`src/rtl/track_recorder_if.sv`:
```
// Asynchronous cellular RAM write bus driven by the track recorder.
// The master modport is the recorder side; the slave modport is the memory/pad side.
interface track_recorder_if;
    logic [22:0] MemAdr;
    logic [15:0] MemDB_out;
    logic        MemDB_oe;
    logic        RamAdv;
    logic        RamClk;
    logic        RamCS;
    logic        MemOE;
    logic        MemWR;
    logic        RamLB;
    logic        RamUB;

    modport master (
        output MemAdr, MemDB_out, MemDB_oe,
        output RamAdv, RamClk, RamCS, MemOE, MemWR, RamLB, RamUB
    );

    modport slave (
        input MemAdr, MemDB_out, MemDB_oe,
        input RamAdv, RamClk, RamCS, MemOE, MemWR, RamLB, RamUB
    );
endinterface

```
`src/rtl/track_recorder.sv`:
```
// Record path of the audio looper: buffers 8-bit samples and writes each one into
// a single byte lane of the 16-bit asynchronous RAM, one word address per sample.
module track_recorder #(
    parameter int          FIFO_DEPTH   = 4,
    parameter int          WRITE_CYCLES = 7,
    parameter logic [20:0] LAST_ADDR    = 21'h1FFFFF
) (
    input  logic                        clk,
    input  logic                        rst,
    input  logic                        record_en,
    input  logic                        track_select,
    input  logic                        sample_valid,
    input  logic [7:0]                  sample_in,
    track_recorder_if.master            mem,
    output logic                        busy,
    output logic                        done,
    output logic                        overflow,
    output logic [$clog2(FIFO_DEPTH):0] fifo_level
);
    localparam int PTR_W = $clog2(FIFO_DEPTH);
    localparam int LVL_W = PTR_W + 1;
    localparam int CNT_W = $clog2(WRITE_CYCLES + 1);
    localparam logic [CNT_W-1:0] CNT_LAST = CNT_W'(WRITE_CYCLES - 1);

    typedef enum logic [1:0] {IDLE, SETUP, WRITE, RECOVER} state_t;
    state_t state, state_next;

    logic             rec_en_q;
    logic             track_q;
    logic [20:0]      addr;
    logic [7:0]       data_q;
    logic [CNT_W-1:0] wr_cnt;
    logic [7:0]       fifo_mem [FIFO_DEPTH];
    logic [PTR_W-1:0] wr_ptr;
    logic [PTR_W-1:0] rd_ptr;
    logic [LVL_W-1:0] level;
    logic             full, empty, start, push, pop, stop, last_write;
    logic             cs_n, wr_n, lb_n, ub_n, db_oe;

    assign full       = (level == LVL_W'(FIFO_DEPTH));
    assign empty      = (level == '0);
    assign start      = record_en && !rec_en_q && !busy;
    assign push       = busy && sample_valid && !full;
    assign last_write = (state == RECOVER) && (addr == LAST_ADDR);

    // A recording ends either after the final address or when record_en is gone;
    // a write already in flight always runs through RECOVER first.
    always_comb begin
        state_next = state;
        pop        = 1'b0;
        stop       = 1'b0;
        case (state)
            IDLE: begin
                if (busy && !record_en) begin
                    stop = 1'b1;
                end else if (busy && !empty) begin
                    pop        = 1'b1;
                    state_next = SETUP;
                end
            end
            SETUP: state_next = WRITE;
            WRITE: begin
                if (wr_cnt == CNT_LAST) state_next = RECOVER;
            end
            RECOVER: begin
                state_next = IDLE;
                if (last_write || !record_en) stop = 1'b1;
            end
            default: state_next = IDLE;
        endcase
    end

    always_ff @(posedge clk or posedge rst) begin
        if (rst) begin
            state    <= IDLE;
            rec_en_q <= 1'b0;
            track_q  <= 1'b0;
            busy     <= 1'b0;
            done     <= 1'b0;
            overflow <= 1'b0;
            addr     <= '0;
            data_q   <= '0;
            wr_cnt   <= '0;
        end else begin
            state    <= state_next;
            rec_en_q <= record_en;
            done     <= last_write;
            if (start) begin
                busy     <= 1'b1;
                track_q  <= track_select;
                overflow <= 1'b0;
            end else begin
                if (stop) busy <= 1'b0;
                if (busy && sample_valid && full) overflow <= 1'b1;
            end
            if (start) begin
                addr <= '0;
            end else if (state == RECOVER) begin
                addr <= last_write ? '0 : addr + 21'd1;
            end
            if (pop) data_q <= fifo_mem[rd_ptr];
            if (pop) begin
                wr_cnt <= '0;
            end else if (state == WRITE) begin
                wr_cnt <= wr_cnt + CNT_W'(1);
            end
        end
    end

    always_ff @(posedge clk) begin
        if (push) fifo_mem[wr_ptr] <= sample_in;
    end

    always_ff @(posedge clk or posedge rst) begin
        if (rst) begin
            wr_ptr <= '0;
            rd_ptr <= '0;
            level  <= '0;
        end else if (start || stop) begin
            wr_ptr <= '0;
            rd_ptr <= '0;
            level  <= '0;
        end else begin
            if (push) wr_ptr <= wr_ptr + PTR_W'(1);
            if (pop)  rd_ptr <= rd_ptr + PTR_W'(1);
            if (push && !pop) begin
                level <= level + LVL_W'(1);
            end else if (pop && !push) begin
                level <= level - LVL_W'(1);
            end
        end
    end

    // Strobes are registered from the next state so they switch glitch-free and
    // MemWR only moves one cycle after address, data and lane strobes settle.
    always_ff @(posedge clk or posedge rst) begin
        if (rst) begin
            cs_n  <= 1'b1;
            wr_n  <= 1'b1;
            lb_n  <= 1'b1;
            ub_n  <= 1'b1;
            db_oe <= 1'b0;
        end else begin
            cs_n  <= (state_next == IDLE);
            wr_n  <= (state_next != WRITE);
            lb_n  <= (state_next == IDLE) || track_q;
            ub_n  <= (state_next == IDLE) || !track_q;
            db_oe <= (state_next != IDLE);
        end
    end

    assign mem.MemAdr    = {2'b00, addr};
    assign mem.MemDB_out = track_q ? {data_q, 8'h00} : {8'h00, data_q};
    assign mem.MemDB_oe  = db_oe;
    assign mem.RamAdv    = cs_n;
    assign mem.RamClk    = cs_n;
    assign mem.RamCS     = cs_n;
    assign mem.MemOE     = 1'b1;
    assign mem.MemWR     = wr_n;
    assign mem.RamLB     = lb_n;
    assign mem.RamUB     = ub_n;
    assign fifo_level    = level;
endmodule
```
`src/flat_wrapper.sv`:
```
// flat-port wrapper written by rule: the top's interface ports become plain ports
module track_recorder_flat 
#(
    parameter int          FIFO_DEPTH   = 4,
    parameter int          WRITE_CYCLES = 7,
    parameter logic [20:0] LAST_ADDR    = 21'h1FFFFF
)
  (clk, rst, record_en, track_select, sample_valid, sample_in, busy, done, overflow, fifo_level, mem_MemAdr, mem_MemDB_out, mem_MemDB_oe, mem_RamAdv, mem_RamClk, mem_RamCS, mem_MemOE, mem_MemWR, mem_RamLB, mem_RamUB);
  track_recorder_if mem_i ();
  input  logic clk;
  input  logic rst;
  input  logic record_en;
  input  logic track_select;
  input  logic sample_valid;
  input  logic [7:0] sample_in;
  output logic busy;
  output logic done;
  output logic overflow;
  output logic [$clog2(FIFO_DEPTH):0] fifo_level;
  output wire logic [$bits(mem_i.MemAdr)-1:0] mem_MemAdr;
  output wire logic [$bits(mem_i.MemDB_out)-1:0] mem_MemDB_out;
  output wire logic [$bits(mem_i.MemDB_oe)-1:0] mem_MemDB_oe;
  output wire logic [$bits(mem_i.RamAdv)-1:0] mem_RamAdv;
  output wire logic [$bits(mem_i.RamClk)-1:0] mem_RamClk;
  output wire logic [$bits(mem_i.RamCS)-1:0] mem_RamCS;
  output wire logic [$bits(mem_i.MemOE)-1:0] mem_MemOE;
  output wire logic [$bits(mem_i.MemWR)-1:0] mem_MemWR;
  output wire logic [$bits(mem_i.RamLB)-1:0] mem_RamLB;
  output wire logic [$bits(mem_i.RamUB)-1:0] mem_RamUB;
  assign mem_MemAdr = mem_i.MemAdr;
  assign mem_MemDB_out = mem_i.MemDB_out;
  assign mem_MemDB_oe = mem_i.MemDB_oe;
  assign mem_RamAdv = mem_i.RamAdv;
  assign mem_RamClk = mem_i.RamClk;
  assign mem_RamCS = mem_i.RamCS;
  assign mem_MemOE = mem_i.MemOE;
  assign mem_MemWR = mem_i.MemWR;
  assign mem_RamLB = mem_i.RamLB;
  assign mem_RamUB = mem_i.RamUB;
  track_recorder #(.FIFO_DEPTH(FIFO_DEPTH), .WRITE_CYCLES(WRITE_CYCLES), .LAST_ADDR(LAST_ADDR)) u_core (.clk(clk), .rst(rst), .record_en(record_en), .track_select(track_select), .sample_valid(sample_valid), .sample_in(sample_in), .mem(mem_i), .busy(busy), .done(done), .overflow(overflow), .fifo_level(fifo_level));
endmodule
```
`config.mk`:
```
export PLATFORM = sky130hd
export DESIGN_NAME = track_recorder_flat
export DESIGN_NICKNAME = d
export VERILOG_FILES = /design/src/rtl/track_recorder_if.sv /design/src/rtl/track_recorder.sv /design/src/flat_wrapper.sv
export SDC_FILE = /design/constraint.sdc
export NUM_CORES = 1
export LEC_CHECK = 0
export BUFFER_PORTS_ARGS = -buffer_cell sky130_fd_sc_hd__buf_2
export CAP_MARGIN = 10
export CORE_MARGIN = 2
export CORE_UTILIZATION = 35
export DETAILED_ROUTE_END_ITERATION = 10
export PLACE_DENSITY = 0.58
export SLEW_MARGIN = 0
export SYNTH_ARGS = -nofsm -noshare
export SYNTH_HDL_FRONTEND = slang
export SYNTH_SLANG_ARGS = --single-unit
```
`constraint.sdc`:
```
create_clock -name clk -period 3.1 [get_ports clk]
set_input_delay 0.155 -clock clk [delete_from_list [all_inputs] [get_ports clk]]
set_output_delay 0.155 -clock clk [all_outputs]
set_load 0.005 [all_outputs]
```
==> impl_metrics.tcl <==
set metrics [dict create \
    ys_seq_area_share_pct 58.8 \
    setup_tns_ns 0 \
    synth_top_area_share_pct 30.8 \
    ios 66 \
    crit_path_start_kind "flop" \
    grt_first_pass_wirelength_um 12500 \
    ys.flop_type "dfrtp_1" \
    synthTopCellsByArea "dfrtp_1 (31%), edfxtp_1 (25%), mux4_2 (4.7%)" \
    synthToLayoutAreaGrowth_pct 19.2 \
    drv_cap 0 \
    seqPwrFrac_pct 48.4 \
    start_util_pct 35.5 \
    fin_cells 537 \
    clk_pin_slew_ns 0.09 \
    ys_warn_count 0 \
    period_share_pct 77.2 \
    wl_per_cell_um 14.3 \
    rsz0062_at_grt "no" \
    wl_um 7680 \
    drtIter0Drc 178 \
    ant_nets 0 \
    drc 0 \
    p_leak_nw 2.00 \
    htreeDepth 3 \
    clock_latency_ns 0.36 \
    async_reset_ff_share_pct 61.4 \
    cp.required_ns 3.34 \
    status "completed" \
    ys_ff_latch 83 \
    drv_slew 0 \
    antennaDiodeCount 0 \
    fmax_ghz 0.418 \
    intPower_mw 2.16 \
    hpwl_um 5330 \
    place.port_buffers 62 \
    grt_max_degree 52 \
    cp_slowest_cell "dfrtp_1" \
    worstMarginPinSlew_ns 0.605 \
    worstPathCellList "inv_1 -> ha_1 -> and2_1 -> clkinv_1 -> ha_1 -> fa_1 -> xnor2_1 -> nor2_1 -> xnor2_1 -> nor2_1" \
    synth_edf_count 32 \
    post-cts-setup-buffer-count 0 \
    yosysMostFrequentCell "dfrtp_1" \
    grtUsageTotal_pct 14.0 \
    slew_headroom_pct 59.6 \
    dieArea_um2 11800 \
    num_vias 2536 \
    fillers 1051 \
    root_buffer "clkbuf_8" \
    routed_via_density 4.72 \
    setup_viol 0 \
    synthTopCellsByCount "dfrtp_1 (47), nand2_1 (43), nor2_1 (38), edfxtp_1 (32)" \
    setup.worst_path.end_class "flop" \
    finClkSkew_ns 0.0126 \
    avgSynthCellArea_um2 12.0 \
    p_comb_share_pct 29.8 \
    final_hold_viol_count 0 \
    clockBufferDepth 2 \
    arrival_ns 2.63 \
    min_period_ns 2.39 \
    syn_area_um2 3820 \
    dp_cells 510 \
    wl_met3_um 380 \
    final_nets 418 \
    cts.sinks 83 \
    fp.dieH_um 108 \
    synth_cells 318 \
    wl_met1_um 3650 \
    layout-drive-gt1-share_pct 26.7 \
    powerDensity_nw_per_um2 726 \
    hp-class "in2reg" \
    synth_top_area_cell "dfrtp_1" \
    dr_wl_met2_um 3520 \
    ir_worst_vdd_v 0.000247 \
    core_um2 10700 \
    grt-ovfl-total 0 \
    rows 38 \
    die_w_um 108 \
    cp_max_fo 9 \
    dr.max_layer_used "met4" \
    synth.distinct_cells 49 \
    cts_buffers 9 \
    sw_frac_of_total_pct 34.6 \
    switchingPower_mw 1.14 \
    critPathMaxStageDelay_ns 0.41 \
    antenna_found_initial 0 \
    cts_tree "built" \
    power_frac_clock_pct 21.8 \
    path_class "reg2reg" \
    power.total_mw 3.31 \
    drt_first_pass_iters 4 \
    gp_congestion 0.761 \
    first_global_vias 2394 \
]
==> power groups by stage <==
stage               Clock, mW  Combinational (mW)  Sequential (mW)
floorplan                   0               0.717             1.54
global placement            0               0.965             1.61
detailed placement          0               0.988             1.63
CTS                     0.753                1.00             1.60
global route            0.791                1.14             1.64
finish                  0.721               0.985             1.60
==> cell type report <==
type	instances	area, um2	area share [%]
Clock inverter	7	58.8	1.29
Clock buffer	9	124	2.72
Multi-Input combinational cell	206	1440	31.7
Inverter	17	63.8	1.40
Timing Repair Buffer	75	445	9.79
Tap cell	140	175	3.85
Sequential cell	83	2240	49.3
==> sequential cells by signal, summed over array words and instances, names as in the netlist, 2 cells and up <==
name and flops:
u_core.wr_ptr 2, u_core.fifo_level 3, u_core.state 2, u_core.rd_ptr 2, u_core.wr_cnt 3, u_core.data_q 8
u_core.addr 21, u_core.fifo_mem 32
==> placed cells by master, fill, tap and decap left out, drive strengths merged, types with 3 or more instances in the layout <==
cell type     n
nor2b         8
nand2        44
nor4          5
nand4         7
xnor2        16
clkbuf        9
edfxtp       32
xor2          9
nor2         38
buf          65
mux4          8
dlygate4sd3  10
a21oi         6
dfstp         4
and2         13
clkinvlp      4
nand3         7
ha           12
inv          19
dfrtp        47
conb          3
nor3          5
==> per-stage QoR <==
| step | setup slack [ns] | cell area (um2) | hold WS, ns | utilization, % |
|---|---|---|---|---|
| 5_1_grt | 0.524 | 4550 | 0.0151 | 42.3 |
| 4_1_cts | 0.682 | 4520 | 0.00537 | 42.1 |
| 2_1_floorplan | 0.785 | 3820 | 0.186 | - |
| 6_report | 0.707 | 4550 | 0.0307 | 42.3 |
| 3_5_place_dp | 0.711 | 4250 | 0.337 | 39.5 |
| 3_3_place_gp | 0.781 | 4250 | 0.329 | 39.5 |
==> path summary, 6_finish.rpt <==
check                                 startpoint                    end  slack (ns)  cells after the start
max in group asynchronous                    rst        u_core.addr[15]        2.23                      4
worst min register to register  u_core.data_q[4]       u_core.data_q[4]        0.51                      2
min in group asynchronous                    rst       u_core.rd_ptr[1]        0.33                      3
worst min-delay path                sample_in[7]  u_core.fifo_mem[2][7]        0.03                      1
worst max register to register   u_core.state[0]   u_core.fifo_level[2]        0.71                     10
worst max-delay path             u_core.state[0]   u_core.fifo_level[2]        0.71                     10
==> cell families (layout without fill, tap and decap cells) <==
| logic type | Yosys count | count (layout) | synth area share (%) |
|---|---|---|---|
| buffers and inverters | 30 | 108 | 3.57 |
| adder cells (fa/ha/maj) | 13 | 13 | 4.46 |
| flip-flops | 83 | 83 | 58.8 |
| AO/OA/AOI/OAI | 20 | 20 | 4.00 |
| multiplexers | 9 | 9 | 4.98 |
| other | 2 | 3 | 0.197 |
| XOR/XNOR | 25 | 25 | 5.74 |
| AND/OR/NAND/NOR | 136 | 136 | 18.3 |
==> routing by layer <==
layer / GRT usage (%) / up-vias
met1: 18.7 / 1254
met4: 6.04 / 0
met2: 21.1 / 44
li1: - / 1229
met5: 0 / -
met3: 4.34 / 9
==> critical path: cells and delay by family (launching register included) <==
kind | cells | cell delay, ns
simple gates | 3 | 0.32
buf+inv | 2 | 0.35
flops | 1 | 0.41
xor+xnor | 2 | 0.27
fa+ha+maj | 3 | 0.91
==> repair_timing <==
item / 4_1_cts / 5_1_grt
gates resized for setup: 0 / 0
hold endpoints to repair: 28 / 15
hold buffers: 9 / 1
Note: power is estimated with default switching activity, not from simulation.
